$ cat config.mk
export PLATFORM = sky130hd
export DESIGN_NAME = booth_mult_r4_flat
export DESIGN_NICKNAME = d
export VERILOG_FILES = /design/src/rtl/booth_mult_r4_if.sv /design/src/rtl/booth_mult_r4.sv /design/src/flat_wrapper.sv
export SDC_FILE = /design/constraint.sdc
export NUM_CORES = 1
export LEC_CHECK = 0
export CORE_UTILIZATION = 50
export DETAILED_ROUTE_END_ITERATION = 16
export PLACE_DENSITY_LB_ADDON = 0.08
export SLEW_MARGIN = 0
export SYNTH_ARGS = -nofsm -noshare
export SYNTH_HDL_FRONTEND = slang
export SYNTH_SLANG_ARGS = --single-unit
$ cat constraint.sdc
create_clock -name clk -period 4.7 [get_ports clk]
set_input_delay 0.705 -clock clk [delete_from_list [all_inputs] [get_ports clk]]
set_output_delay 0.705 -clock clk [all_outputs]
set_load 0.005 [all_outputs]
$ cat src/rtl/booth_mult_r4_if.sv
// Operand/result bundle for the radix-4 Booth multiplier.
// The master drives the request side; the multiplier (slave) returns prod/busy/done.
interface booth_mult_r4_if #(
  parameter int WIDTH = 16
);
  logic               start;
  logic               signed_mode;
  logic [WIDTH-1:0]   mc;
  logic [WIDTH-1:0]   mp;
  logic [2*WIDTH-1:0] prod;
  logic               busy;
  logic               done;

  modport master (
    output start, signed_mode, mc, mp,
    input  prod, busy, done
  );

  modport slave (
    input  start, signed_mode, mc, mp,
    output prod, busy, done
  );
endinterface

$ cat src/rtl/booth_mult_r4.sv
// Sequential radix-4 Booth multiplier, signed or unsigned chosen per operation.
// Fixed latency: two multiplier bits are retired per RUN cycle.
//
// state  | meaning
// -------+-----------------------------------------------------------
// IDLE   | waiting for start; operands and mode captured on accept
// RUN    | one Booth digit per edge, NITER edges in total
// FINISH | publish product, pulse done, drop busy
module booth_mult_r4 #(
  parameter int WIDTH = 16
) (
  input  logic           clk,
  input  logic           rst,
  booth_mult_r4_if.slave bus
);

  localparam int NITER = WIDTH / 2 + 1;
  localparam int IW    = $clog2(NITER + 1);
  localparam int XW    = WIDTH + 2;
  localparam int AW    = WIDTH + 3;

  generate
    if ((WIDTH % 2) != 0 || WIDTH < 4) begin : g_bad_width
      $error("booth_mult_r4: WIDTH must be even and >= 4");
    end
  endgenerate

  typedef enum logic [1:0] {
    S_IDLE,
    S_RUN,
    S_FINISH
  } state_t;

  state_t             state_q, state_d;
  logic [XW-1:0]      mc_x;
  logic [XW-1:0]      q;
  logic               qm1;
  logic [AW-1:0]      acc;
  logic [IW-1:0]      iter;
  logic [2*WIDTH-1:0] prod_q;
  logic               busy_q;
  logic               done_q;

  logic               load;
  logic               step;
  logic               fin;
  logic               ext_mc;
  logic               ext_mp;
  logic [AW-1:0]      mc_a;
  logic [AW-1:0]      addend;
  logic [AW-1:0]      sum;
  logic [AW-1:0]      acc_nxt;
  logic [XW-1:0]      q_nxt;
  logic [2*WIDTH-1:0] prod_nxt;

  always_ff @(posedge clk or negedge rst) begin
    if (!rst) state_q <= S_IDLE;
    else      state_q <= state_d;
  end

  always_comb begin
    state_d = state_q;
    load    = 1'b0;
    step    = 1'b0;
    fin     = 1'b0;
    case (state_q)
      S_IDLE: begin
        if (bus.start) begin
          load    = 1'b1;
          state_d = S_RUN;
        end
      end
      S_RUN: begin
        step = 1'b1;
        if (iter == IW'(NITER - 1)) state_d = S_FINISH;
      end
      S_FINISH: begin
        fin     = 1'b1;
        state_d = S_IDLE;
      end
      default: state_d = S_IDLE;
    endcase
  end

  // Two guard bits on the operands keep unsigned values positive in the
  // signed recoding, and the third acc bit absorbs the +/-2M digit.
  assign ext_mc = bus.signed_mode & bus.mc[WIDTH-1];
  assign ext_mp = bus.signed_mode & bus.mp[WIDTH-1];
  assign mc_a   = {mc_x[XW-1], mc_x};

  always_comb begin
    addend = '0;
    case ({q[1], q[0], qm1})
      3'b001, 3'b010: addend = mc_a;
      3'b011:         addend = mc_a << 1;
      3'b100:         addend = -(mc_a << 1);
      3'b101, 3'b110: addend = -mc_a;
      default:        addend = '0;
    endcase
  end

  assign sum      = acc + addend;
  assign acc_nxt  = {sum[AW-1], sum[AW-1], sum[AW-1:2]};
  assign q_nxt    = {sum[1:0], q[XW-1:2]};
  assign prod_nxt = {acc[WIDTH-3:0], q};

  always_ff @(posedge clk or negedge rst) begin
    if (!rst) begin
      mc_x   <= '0;
      q      <= '0;
      qm1    <= 1'b0;
      acc    <= '0;
      iter   <= '0;
      prod_q <= '0;
      busy_q <= 1'b0;
      done_q <= 1'b0;
    end else begin
      done_q <= fin;
      if (load) begin
        mc_x   <= {{2{ext_mc}}, bus.mc};
        q      <= {{2{ext_mp}}, bus.mp};
        qm1    <= 1'b0;
        acc    <= '0;
        iter   <= '0;
        busy_q <= 1'b1;
      end
      if (step) begin
        acc  <= acc_nxt;
        q    <= q_nxt;
        qm1  <= q[1];
        iter <= iter + IW'(1);
      end
      if (fin) begin
        prod_q <= prod_nxt;
        busy_q <= 1'b0;
      end
    end
  end

  assign bus.prod = prod_q;
  assign bus.busy = busy_q;
  assign bus.done = done_q;

endmodule
$ cat src/flat_wrapper.sv
// flat-port wrapper written by rule: the top's interface ports become plain ports
module booth_mult_r4_flat 
#(
  parameter int WIDTH = 16
)
  (clk, rst, bus_start, bus_signed_mode, bus_mc, bus_mp, bus_prod, bus_busy, bus_done);
  booth_mult_r4_if #(.WIDTH(WIDTH)) bus_i ();
  input  logic clk;
  input  logic rst;
  input wire logic [$bits(bus_i.start)-1:0] bus_start;
  input wire logic [$bits(bus_i.signed_mode)-1:0] bus_signed_mode;
  input wire logic [$bits(bus_i.mc)-1:0] bus_mc;
  input wire logic [$bits(bus_i.mp)-1:0] bus_mp;
  output wire logic [$bits(bus_i.prod)-1:0] bus_prod;
  output wire logic [$bits(bus_i.busy)-1:0] bus_busy;
  output wire logic [$bits(bus_i.done)-1:0] bus_done;
  assign bus_i.start = bus_start;
  assign bus_i.signed_mode = bus_signed_mode;
  assign bus_i.mc = bus_mc;
  assign bus_i.mp = bus_mp;
  assign bus_prod = bus_i.prod;
  assign bus_busy = bus_i.busy;
  assign bus_done = bus_i.done;
  booth_mult_r4 #(.WIDTH(WIDTH)) u_core (.clk(clk), .rst(rst), .bus(bus_i));
endmodule
* Word level (Yosys, flattened, before mapping) *
Cells that the tools add are included.

operators by class
  add/subtract/negate cells = 4
  multipliers = 0
  div/mod/pow operators = 0
  $lt $le $gt $ge = 0
  equal/unequal tests = 11
  shifts and indexed selects = 0
  mux-type cells = 18
  bitwise logic cells = 2
  reductions and logical operators = 6

operator list
  kind                                           count
  one-hot mux 19 bit (4 select lines)            1
  2-to-1 mux 19 bit                              2
  negation 19 bit                                2
  2-to-1 mux 18 bit                              2
  adder 19 bit                                   1
  == test 3 bit, second input constant           3
  2-to-1 mux 1 bit                               8
  2-to-1 mux 4 bit                               2
  == test 3 x 2 -> 1 bit, second input constant  2
  adder 4 x 1 -> 4 bit, second input constant    1
  == test 4 bit, second input constant           1
  2-to-1 mux 2 bit                               2
  one-hot mux 2 bit (2 select lines)             1
  nonzero test 2 bit                             2
  OR reduction 2 bit                             2
  == test 3 x 1 -> 1 bit, second input constant  1
  AND 1 bit                                      2
  == test 2 x 1 -> 1 bit, second input constant  1
  == test 2 bit, second input constant           1
  zero test 2 bit                                1
  != test 2 x 1 -> 1 bit, second input constant  1
  != test 2 bit, second input constant           1
  AND reduction 2 bit                            1

word-level totals
  bits in registers = 95
  bits in latches = 0
  bits in writable memories = 0
  memory bits (read-only) = 0
  input port bits = 36
  output and inout bits = 34
  word-level logic and storage cells = 50
  memories = 0

* Depth between registers and ports, before layout *
  word-level depth = 5
  mapped depth = 17
  gate-level depth less buffers = 17

* Least setup slack after synthesis *
No wires, ideal clock.

  path kind = reg-to-reg
  start point = reg u_core.q[0]
  end point = reg u_core.acc[10]
  library setup time = 122 ps
  arrival time = 3307 ps
  required time = 4578 ps
  setup slack = 1271 ps
  cell stages (with the launch flop) = 15
  buffers on the path = 2
  clock period less this slack = 3429 ps
  cell sequence = dfrtp_1 > nor2b_1 > or2_2 > clkbuf_1 > buf_2 > and2_1 > ha_1 > fa_1 > a211oi_1 > o21ai_1 > o2111ai_2 > a21boi_1 > o21a_1 > or3_1 > a32o_1

between the ends
  cells in the longest elaborated chain, start to end = 5
  elaborated cells on any way between the ends = 11
  those cells by class = add/sub: 1; eq/ne: 6; mux: 2; reduce/logical: 2

ends and longest elaborated chain
  what                                         RTL line              source
  start: declaration                           booth_mult_r4.sv:36   logic [XW-1:0] q;
  start signal: assignment                     booth_mult_r4.sv:121  q <= {{2{ext_mp}}, bus.mp};
  start signal: assignment                     booth_mult_r4.sv:129  q <= q_nxt;
  == test 3 bit, or another cell as far along  booth_mult_r4.sv:93   case ({q[1], q[0], qm1})
  OR reduction 2 bit                           booth_mult_r4.sv:93
  one-hot mux 19 bit (4 select lines) (*)      booth_mult_r4.sv:93
  adder 19 bit (*)                             booth_mult_r4.sv:102  assign sum = acc + addend;
  2-to-1 mux 19 bit (*)                        booth_mult_r4.sv:127  if (step) begin
  end signal: assignment                       booth_mult_r4.sv:128  acc <= acc_nxt;
  end: declaration                             booth_mult_r4.sv:38   logic [AW-1:0] acc;

Every way passes the cells marked *; elsewhere a longest branch is shown, timed or not.
A chain may end at the register's enable or synchronous reset.

* Worst setup path after layout *
  start point = reg u_core.qm1
  end point = reg u_core.acc[10]

between the ends
  cells in the longest elaborated chain, start to end = 5
  elaborated cells on any way between the ends = 11
  those cells by class = add/sub: 1; eq/ne: 6; mux: 2; reduce/logical: 2

ends and longest elaborated chain
  what                                         RTL line              source
  start: declaration                           booth_mult_r4.sv:37   logic qm1;
  start signal: assignment                     booth_mult_r4.sv:130  qm1 <= q[1];
  == test 3 bit, or another cell as far along  booth_mult_r4.sv:93
  OR reduction 2 bit                           booth_mult_r4.sv:93
  one-hot mux 19 bit (4 select lines) (*)      booth_mult_r4.sv:93
  adder 19 bit (*)                             booth_mult_r4.sv:102
  2-to-1 mux 19 bit (*)                        booth_mult_r4.sv:127

Marks and branches as above.

==> flow_summary_export.csv <==
group,metric,value,unit
cts,h-tree-depth,3,
sta,final.min_clock_period,4.041,ns
pwr,power_density,807.2,mW/mm²
drt,route.detailed.drc,0,
worst_setup_path,path_class,"flop to flop",
sta,fmax,0.2475,GHz
synth,syn_avg_cell_area,9.333,µm²
placement,numPortBuffers,69,
finish,multi_input_area,0.003120,mm²
worst_setup_path,startpoint_type,"flop",
drt,routed_wl,13.82,mm
grt,grt_pass1_wl,22.48,mm
synth,syn-num-nets,665,
cts,post_cts_resized,0,
finish,diodes,0,
cts,postCtsSetupBuffers,0,
sta,setup_slack,0.6588,ns
die,die_height,108.4,µm
worst_setup_path,crit_start,"u_core.qm1",
cts,cts_tree,"yes",
die,dieArea,0.01176,mm²
drt,first_pass_iters,4,
worst_setup_path,cp-end-kind,"flop",
placement,dp_hpwl,9.838,mm
sta,hold_slack,0.4309,ns
drt,avgViaCountPerCell,5.782,
worst_setup_path,crit_fanout,15,
pwr,p_comb_frac,0.553,
drt,first_iter_violations,221,
synth,synth.distinct_cells,62,
grt,grt_max_degree,61,
synth,yosysTopAreaCellShare,0.4108,
synth,synthTopCellsByArea,"dfrtp_1 (41%), mux2_2 (7.0%), nand2_1 (6.0%), o21ai_0 (4.9%), ha_1 (4.6%)",
cts,clock_latency,0.35,ns
finish,synthToLayoutAreaGrowth,18.93,%
die,io_pins,70,
grt,grt_pass1_vias,4506,
finish,fillers,943,
synth,synth_area,0.005665,mm²
die,coreArea,0.01094,mm²
sta,maxSlewHeadroom,0.3772,
run_status,status,"finished, final reports clean",
cts,cts_root_buf,"clkbuf_16",
placement,place_congestion,0.8485,
synth,ys_async_sr_fraction,1.000,
cts,cts_num_sinks,93,
sta,tightestPinTransition,0.9342,ns
worst_setup_path,arrival,4.28,ns
cts,numCtsBuffers,9,
pwr,leakagePower,2.903,nW
synth,yosys_warnings,0,
pwr,clock_power_share,0.139,
pwr,switchingPower,2.352,mW
grt,grt_antenna_before_repair,0,
drt,vias,4631,
sta,rsz0062_at_grt,"false",
sta,period_share,0.8598,
finish,layout-drive-gt1-share,0.1256,
cts,hold_buffers,0,
pwr,intPower,3.087,mW
synth,syn-instance-count,607,
cts,clk_path_buf_depth,2,
drt,detail-route-antenna-nets,0,
finish,fin_nets,714,
pwr,ir_drop,0.3482,mV
pwr,seqPwrFrac,0.308,
min_path,worstHoldPathType,"primary input to async pin",
synth,synth-seq-cells,93,
synth,synth_top_area_cell,"dfrtp_1",
die,die_w,108.4,µm
synth,ys_dominant_reg_cell,"dfrtp_1",
grt,track_usage,0.2505,
cts,clk_pin_slew,0.07,ns
synth,yosysSeqAreaShare,0.4108,
sta,drv_slew,0,
pwr,total_power,5.438,mW
sta,fin_skew,0.006561,ns
pwr,switching_share,0.4324,
finish,register_area,0.002327,mm²
placement,pre_cts_slack,0.7125,ns
grt,overflow,0,
die,start_util,0.5181,
worst_setup_path,cp.required,4.94,ns
sta,hold_viol,0,
die,rows,38,
job,drv_cap,0,
drt,wl_per_cell,17.25,µm
synth,synth_edf_count,0,
sta,setup_tns,0,ns
worst_setup_path,r2r-start,"u_core.qm1",
sta,finalSetupViolations,0,
-- power groups by stage --
stage	registers (mW)	clock network, mW	logic (mW)
6_report	1.68	0.754	3.01
5_1_grt	1.74	0.806	3.37
4_1_cts	1.68	0.773	3.02
3_5_place_dp	1.69	0	3.00
3_3_place_gp	1.68	0	2.96
2_1_floorplan	1.46	0	2.31
-- critical path, cell delays in order (launching register included) --
cell and delay, ns:
dfrtp_1 0.56, inv_1 0.43, nor2_1 0.12, or2_2 0.44, and2_1 0.22, ha_1 0.21, fa_1 0.44, a211oi_1 0.22
o21ai_1 0.19, o2111ai_2 0.22, a21boi_1 0.11, o21a_1 0.20, or3_1 0.31, a32o_1 0.24
-- cells by family (layout without fill, tap and decap cells) --
family / count (synthesis) / count (layout) / share of synthesized area
AOI/OAI and AO/OA: 191 / 191 / 0.2173
DFF: 93 / 93 / 0.4108
adders and majority gates: 22 / 22 / 0.04991
and+or+nand+nor: 183 / 183 / 0.1639
buffers and inverters: 51 / 105 / 0.03843
muxes: 38 / 38 / 0.07487
xor gates and xnor gates: 29 / 29 / 0.04483
-- worst paths after layout --
kind / end / slack, ns / cells after the start
max: u_core.acc[10] / 0.66 / 13
max in group asynchronous: u_core.bus.prod[3] / 3.32 / 2
max reg2reg: u_core.acc[10] / 0.66 / 13
min: u_core.acc[11] / 0.43 / 1
min in group clk: u_core.bus.busy / 0.48 / 2
min reg2reg: u_core.bus.busy / 0.48 / 2
-- routing by layer --
metal  global-route usage  share of wire  up-vias
li1                     -              -     2275
met4               0.1052          0.024        0
met3              0.05606          0.038       20
met5                    0              0        -
met1               0.3267           0.46     2240
met2               0.4001           0.47       96
-- cells in the final DEF (no fill, tap or decap), types with 5 or more instances in the layout --
cell / instances
nand2_1: 91
a21oi_1: 43
nor2_1: 19
nor3_1: 9
ha_1: 21
inv_1: 9
buf_4: 12
a21o_1: 13
nor2b_1: 23
clkbuf_16: 9
nand3_1: 8
xnor2_1: 19
mux2_2: 35
nand2b_1: 7
o21ai_0: 55
a31oi_1: 5
xor2_1: 10
a22oi_1: 24
o21a_1: 5
dfrtp_1: 93
clkdlybuf4s50_1: 68
a221oi_1: 11
-- synth_stat cells (4+ instances only) --
cell type / n
dfrtp_1: 93
nand2_1: 91
o21ai_0: 55
a21oi_1: 43
mux2_2: 35
clkbuf_1: 30
a22oi_1: 24
nor2b_1: 23
ha_1: 21
nor2_1: 19
xnor2_1: 19
a21o_1: 13
a221oi_1: 11
xor2_1: 10
inv_1: 9
nor3_1: 9
nand3_1: 8
nand2b_1: 7
buf_2: 6
a31oi_1: 5
o21a_1: 5
o211ai_1: 4
o21ai_1: 4
-- stage by stage --
step                area, µm²  utilization  cells
floorplan                5665            -    607
global placement         6427       0.5878    785
detailed placement       6427       0.5878    785
CTS                      6738       0.6161    801
global route             6738       0.6161    801
finish                   6738       0.6161    801
-- flip-flops by register name (all words and copies together), names as in the netlist --
register	cells
u_core.iter	4
u_core.bus.busy	1
u_core.mc_x	17
u_core.bus.prod	32
u_core.qm1	1
u_core.state_q	2
u_core.q	18
u_core.bus.done	1
u_core.acc	17
-- final cells by class --
cell class,count,area share
clock buffer,9,0.03343
clock inverter,7,0.01263
inverter,9,0.005014
multi-input combinational,463,0.4631
sequential,93,0.3454
tap,140,0.02600
timing repair buffer,80,0.1144
No activity file was read; power rests on OpenSTA's default activity.
